===== src/rtl/dff_write_arbiter.sv =====
// dff_write_arbiter: round-robin write arbiter for one shared WIDTH-bit register
// shared by four requesters.
// Latency: req sampled at E0 -> gnt in E0..E1 -> q updated at E1 (2 edges).
// Backpressure: one grant per 2 cycles; a requester holds req/wdata until it sees gnt.
//   An abort (req dropped during GRANT) discards the write.
// Config macro: DFF_WRITE_ARB_FIXED_PRIO_EN. When it is defined, the arbiter uses
//   fixed priority (req[0] highest) and has no rotation pointer.
// Ports:
//   clk, reset (sync, active-high), req[3:0], wdata[4*WIDTH-1:0] (requester i at [i*WIDTH +: WIDTH])
//   gnt[3:0] one-hot registered grant, owner[1:0] current/last grantee, busy (GRANT state)
//   q[WIDTH-1:0] shared register, q_valid one-cycle write pulse, wr_count[7:0] completed writes
module dff_write_arbiter #(
  parameter int WIDTH = 8
) (
  input  logic               clk,
  input  logic               reset,
  input  logic [3:0]         req,
  input  logic [4*WIDTH-1:0] wdata,
  output logic [3:0]         gnt,
  output logic [1:0]         owner,
  output logic               busy,
  output logic [WIDTH-1:0]   q,
  output logic               q_valid,
  output logic [7:0]         wr_count
);

  typedef enum logic {IDLE, GRANT} state_t;

  state_t           state_q, state_d;
  logic [3:0]       gnt_q, gnt_d;
  logic [1:0]       owner_q, owner_d;
  logic             busy_q, busy_d;
  logic [WIDTH-1:0] data_q, data_d;
  logic             q_valid_q, q_valid_d;
  logic [7:0]       wr_count_q, wr_count_d;
  logic [1:0]       winner;
  logic [WIDTH-1:0] wdata_arr [4];

  always_comb begin
    for (int i = 0; i < 4; i++) begin
      wdata_arr[i] = wdata[i*WIDTH +: WIDTH];
    end
  end

`ifdef DFF_WRITE_ARB_FIXED_PRIO_EN
  // Lowest index wins; scanning downward leaves the lowest set bit last.
  always_comb begin
    winner = 2'd0;
    for (int k = 3; k >= 0; k--) begin
      if (req[k]) winner = 2'(k);
    end
  end
`else
  logic [1:0] ptr_q, ptr_d;
  logic       found;
  logic [1:0] idx;

  // Search starts at ptr and wraps mod 4 through the 2-bit add.
  always_comb begin
    winner = ptr_q;
    found  = 1'b0;
    idx    = 2'd0;
    for (int k = 0; k < 4; k++) begin
      idx = ptr_q + 2'(k);
      if (!found && req[idx]) begin
        winner = idx;
        found  = 1'b1;
      end
    end
  end
`endif

  always_comb begin
    state_d    = state_q;
    gnt_d      = gnt_q;
    owner_d    = owner_q;
    busy_d     = busy_q;
    data_d     = data_q;
    q_valid_d  = 1'b0;
    wr_count_d = wr_count_q;
`ifndef DFF_WRITE_ARB_FIXED_PRIO_EN
    ptr_d      = ptr_q;
`endif
    case (state_q)
      IDLE: begin
        gnt_d  = 4'b0000;
        busy_d = 1'b0;
        if (|req) begin
          gnt_d          = 4'b0000;
          gnt_d[winner]  = 1'b1;
          owner_d        = winner;
          busy_d         = 1'b1;
          state_d        = GRANT;
        end
      end
      GRANT: begin
        // Requester still asserting req means the write completes; else abort.
        if (req[owner_q]) begin
          data_d     = wdata_arr[owner_q];
          q_valid_d  = 1'b1;
          wr_count_d = wr_count_q + 8'd1;
        end
        gnt_d   = 4'b0000;
        busy_d  = 1'b0;
        state_d = IDLE;
`ifndef DFF_WRITE_ARB_FIXED_PRIO_EN
        ptr_d   = owner_q + 2'd1;
`endif
      end
      default: state_d = IDLE;
    endcase
  end

  always_ff @(posedge clk) begin
    if (reset) begin
      state_q    <= IDLE;
      gnt_q      <= 4'b0000;
      owner_q    <= 2'd0;
      busy_q     <= 1'b0;
      data_q     <= '0;
      q_valid_q  <= 1'b0;
      wr_count_q <= 8'd0;
`ifndef DFF_WRITE_ARB_FIXED_PRIO_EN
      ptr_q      <= 2'd0;
`endif
    end else begin
      state_q    <= state_d;
      gnt_q      <= gnt_d;
      owner_q    <= owner_d;
      busy_q     <= busy_d;
      data_q     <= data_d;
      q_valid_q  <= q_valid_d;
      wr_count_q <= wr_count_d;
`ifndef DFF_WRITE_ARB_FIXED_PRIO_EN
      ptr_q      <= ptr_d;
`endif
    end
  end

  assign gnt      = gnt_q;
  assign owner    = owner_q;
  assign busy     = busy_q;
  assign q        = data_q;
  assign q_valid  = q_valid_q;
  assign wr_count = wr_count_q;

endmodule

===== config.mk =====
export PLATFORM = sky130hd
export DESIGN_NAME = dff_write_arbiter
export DESIGN_NICKNAME = d
export VERILOG_FILES = /design/src/rtl/dff_write_arbiter.sv
export SDC_FILE = /design/constraint.sdc
export NUM_CORES = 1
export LEC_CHECK = 0
export CAP_MARGIN = 20
export CORE_AREA = 10 10 70 72
export CTS_BUF_LIST = sky130_fd_sc_hd__clkbuf_8
export DETAILED_ROUTE_END_ITERATION = 6
export DIE_AREA = 0 0 80 82
export GPL_TIMING_DRIVEN = 0
export PLACE_DENSITY_LB_ADDON = 0.12
export SYNTH_ARGS = -nofsm -noshare
export SYNTH_HDL_FRONTEND = slang
export SYNTH_SLANG_ARGS = --single-unit

===== constraint.sdc =====
create_clock -name clk -period 1.6 [get_ports clk]
set_clock_uncertainty 0.2 [all_clocks]
set_input_delay 0.32 -clock clk [delete_from_list [all_inputs] [get_ports clk]]
set_output_delay 0.32 -clock clk [all_outputs]
set_load 0.05 [all_outputs]

==> run summary <==
======================================================================================================
Standard-cell row count                                                                             22
Count of flip-flops with a built-in enable after synthesis                                           0
Final critical-path share of the clock period                                                     1.05
Highest Clock Rate                                                                             597 MHz
Start point of the worst hold path                                                                q[3]
Max-Cap Viols                                                                                        0
Leakage                                                                                       0.768 nW
Global placement routability congestion                                                          0.762
Top FF cell, synth                                                                             dfxtp_1
Layout area overhead                                                                             61.8%
Share of the synthesized area in the top cell type                                               0.414
Source of the critical timing path                                                            owner[0]
Share of final-layout standard cells stronger than drive strength 1                              0.279
Detail Placement HPWL                                                                          3050 um
Final routed DRC violation total                                                                     0
Most frequent standard cell in the layout excluding fill and tap cells                    clkdlybuf4s50_1
Violated checks                                                                           negative setup slack
Portion of the post-synthesis area used by sequential elements                                   0.414
Post-route standard cell area excluding fillers                                               2040 um2
Number of hold-slack violations in the final timing report                                           0
Avg WL per Cell                                                                                15.5 um
Non-filler cells in the finished layout                                                            245
Worst Hold Slack                                                                              0.259 ns
CTS tree                                                                                           yes
Root Driver                                                                                   clkbuf_8
Worst reg-to-reg setup slack                                                                  -0.07 ns
Final nets                                                                                         237
Most area-hungry cell type in the Yosys netlist                                                dfxtp_1
Vias in the first global route                                                                   1,231
Clock Sinks                                                                                         26
Min Tclk post-route                                                                            1.67 ns
Yosys warning total                                                                                  0
Cell Area, Synth                                                                              1260 um2
Worst R2R End                                                                              wr_count[6]
Worst flop-to-flop path startpoint                                                            owner[0]
Number of iterations in the first detailed-routing pass                                              4
Mean cell area of the mapped netlist                                                          9.61 um2
Critical path required time                                                                    1.56 ns
Cell area reported after detailed placement                                                   1950 um2
Slew @ Worst Pin                                                                              0.496 ns
Avg Vias per Cell                                                                                 4.95
Number of antenna violations at the first check in global routing                                    0
RSZ-0062 raised after global routing                                                               yes
Distinct cells, synth                                                                               35
Worst hold path endpoint                                                                          q[3]
Number of DRC markers in iteration 0                                                                82
CTS H-tree lvls                                                                                      1
Y dimension of the die                                                                           82 um
Residual overflow from global routing                                                                0
Initial Util                                                                                     0.352
Worst vdd rail ir drop                                                                      0.000356 V
Buffers from clock root to sink, at most                                                             2
Synthesized instance count                                                                         131
# IOs                                                                                               62
Headroom to the max-slew limit                                                                   0.670
Post-route antenna net violation count                                                               0
Worst-skew pair later-pin latency                                                              0.27 ns
Data arrival time of the worst path                                                            1.63 ns
Proportion of register bits with asynchronous set or reset after synthesis                           0
Max-slew violations                                                                                  0
Kind of end point of the critical path                                                       flip-flop
Cts hold-fix bufs                                                                                    0
Clock transition at the register clock pins on the worst setup and hold paths after CTS        0.09 ns
Number of port buffers                                                                              61
Nature of the critical path startpoint                                                       flip-flop
Total Routing Usage GR                                                                           0.116
Biggest area contributors in the synthesized netlist                                      dfxtp_1, mux4_2, nand2_1
Total clock buffers created by CTS                                                                   3
Seq cells post-synth                                                                                26
Final worst setup slack                                                                     -0.0748 ns
Number of vias after detailed routing                                                            1,212
Chip width                                                                                       80 um
DIE AREA                                                                                      6560 um2
Critical-path maximum fanout                                                                         5
Result of the run                                                                         finished with violations
Wire length of the first global-routing pass                                                   6060 um
Count of inserted antenna diode cells                                                                0
Critical setup path kind                                                                    reg -> reg
Drt total wl                                                                                   3800 um
Power density over the cells                                                                806 nW/um2
Type of the most critical hold path                                                         reg -> reg
Dpl cells                                                                                          240
Highest-count cells in the layout ignoring fill and taps                                  clkdlybuf4s50_1, nand2_1, dfxtp_1, clkdlybuf4s15_2, a21oi_1
Final core occ                                                                                   0.569
Core box area                                                                                 3580 um2
Hold Crit Depth                                                                                      2
Total of endpoints with negative setup slack in the final report                                    17
Logic depth of the worst register-to-register path                                                   5
Largest net degree at the start of global routing                                                   15
Syn nets                                                                                           170
======================================================================================================
synthesized netlist by cell type, types with 2 or more instances:
cell,instances
mux4_2,8
nand3_1,3
and3_1,2
dfxtp_1,26
a21oi_1,12
nand2_1,22
inv_1,4
clkbuf_1,4
xor2_1,5
and3b_1,2
nor2_1,11
xnor2_1,2
nor2b_1,2
o21ai_0,3
nand4_1,3
and4_1,2
nor3_1,2
report_power, final:
group / total, W / switching, W / internal, W
Clock: 0.000419 / 0.000199 / 0.000220
Sequential: 0.000715 / 0.0000287 / 0.000687
Combinational: 0.000506 / 0.000266 / 0.000241
cell type report:
cell class | count | area (um2)
Clock buffer | 4 | 55.1
Inverter | 4 | 15.0
Fill cell | 338 | 1540
Tap cell | 48 | 60.1
Multi-Input combinational cell | 94 | 719
Sequential cell | 26 | 529
Buffer | 6 | 38.8
Timing Repair Buffer | 63 | 619
worst max path at each step:
| stage | end | cells past startpoint |
|---|---|---|
| after floorplan | wr_count[0] | 5 |
| after global placement | wr_count[0] | 6 |
| after detailed placement | wr_count[0] | 6 |
| after CTS | wr_count[6] | 5 |
| after global routing | wr_count[6] | 5 |
| final | wr_count[6] | 5 |
layer usage:
layer / vias to the layer above / track usage / wire length (um)
met5: - / 0 / 0
met4: 0 / 0.0352 / 56
met3: 7 / 0.0404 / 297
met2: 45 / 0.203 / 2010
met1: 561 / 0.129 / 1430
li1: 599 / - / -
cells by family after synthesis:
logic type,count (synthesis),synth area share
flip-flops,26,0.414
multiplexers,10,0.173
buffers and inverters,11,0.0427
XOR/XNOR,7,0.0487
adder cells (fa/ha/maj),1,0.00994
AO/OA/AOI/OAI,20,0.0925
AND/OR/NAND/NOR,56,0.220
critical path, cell delays in order, from the launching register on:
cell and delay [ns]:
dfxtp_4 0.37, mux4_2 0.54, buf_6 0.16, nand4_1 0.10
xor2_1 0.15, nor2_1 0.05
timing repair:
action / 4_1_cts / 5_1_grt
pin swaps: 7 / 2
resized for setup: 91 / 15
setup buffers: 2 / 0
endpoints found under the setup margin: 49 / 30
flip-flops by register name, summed over array words and instances (netlist names):
name and flops:
busy 1, gnt 4, owner 2, ptr_q 2
q 8, q_valid 1, wr_count 8
through the flow:
step           setup TNS, ns  power (W)  worst slack [ns]
3_3_place_gp          -14.86    0.00122            -0.648
6_report              -0.777    0.00164           -0.0748
4_1_cts               -0.956    0.00165           -0.0835
3_5_place_dp          -15.92    0.00123            -0.676
2_1_floorplan          -2.18    0.00103            -0.202
5_1_grt                -2.32    0.00174            -0.177
Power figures use the tool's default switching activity.
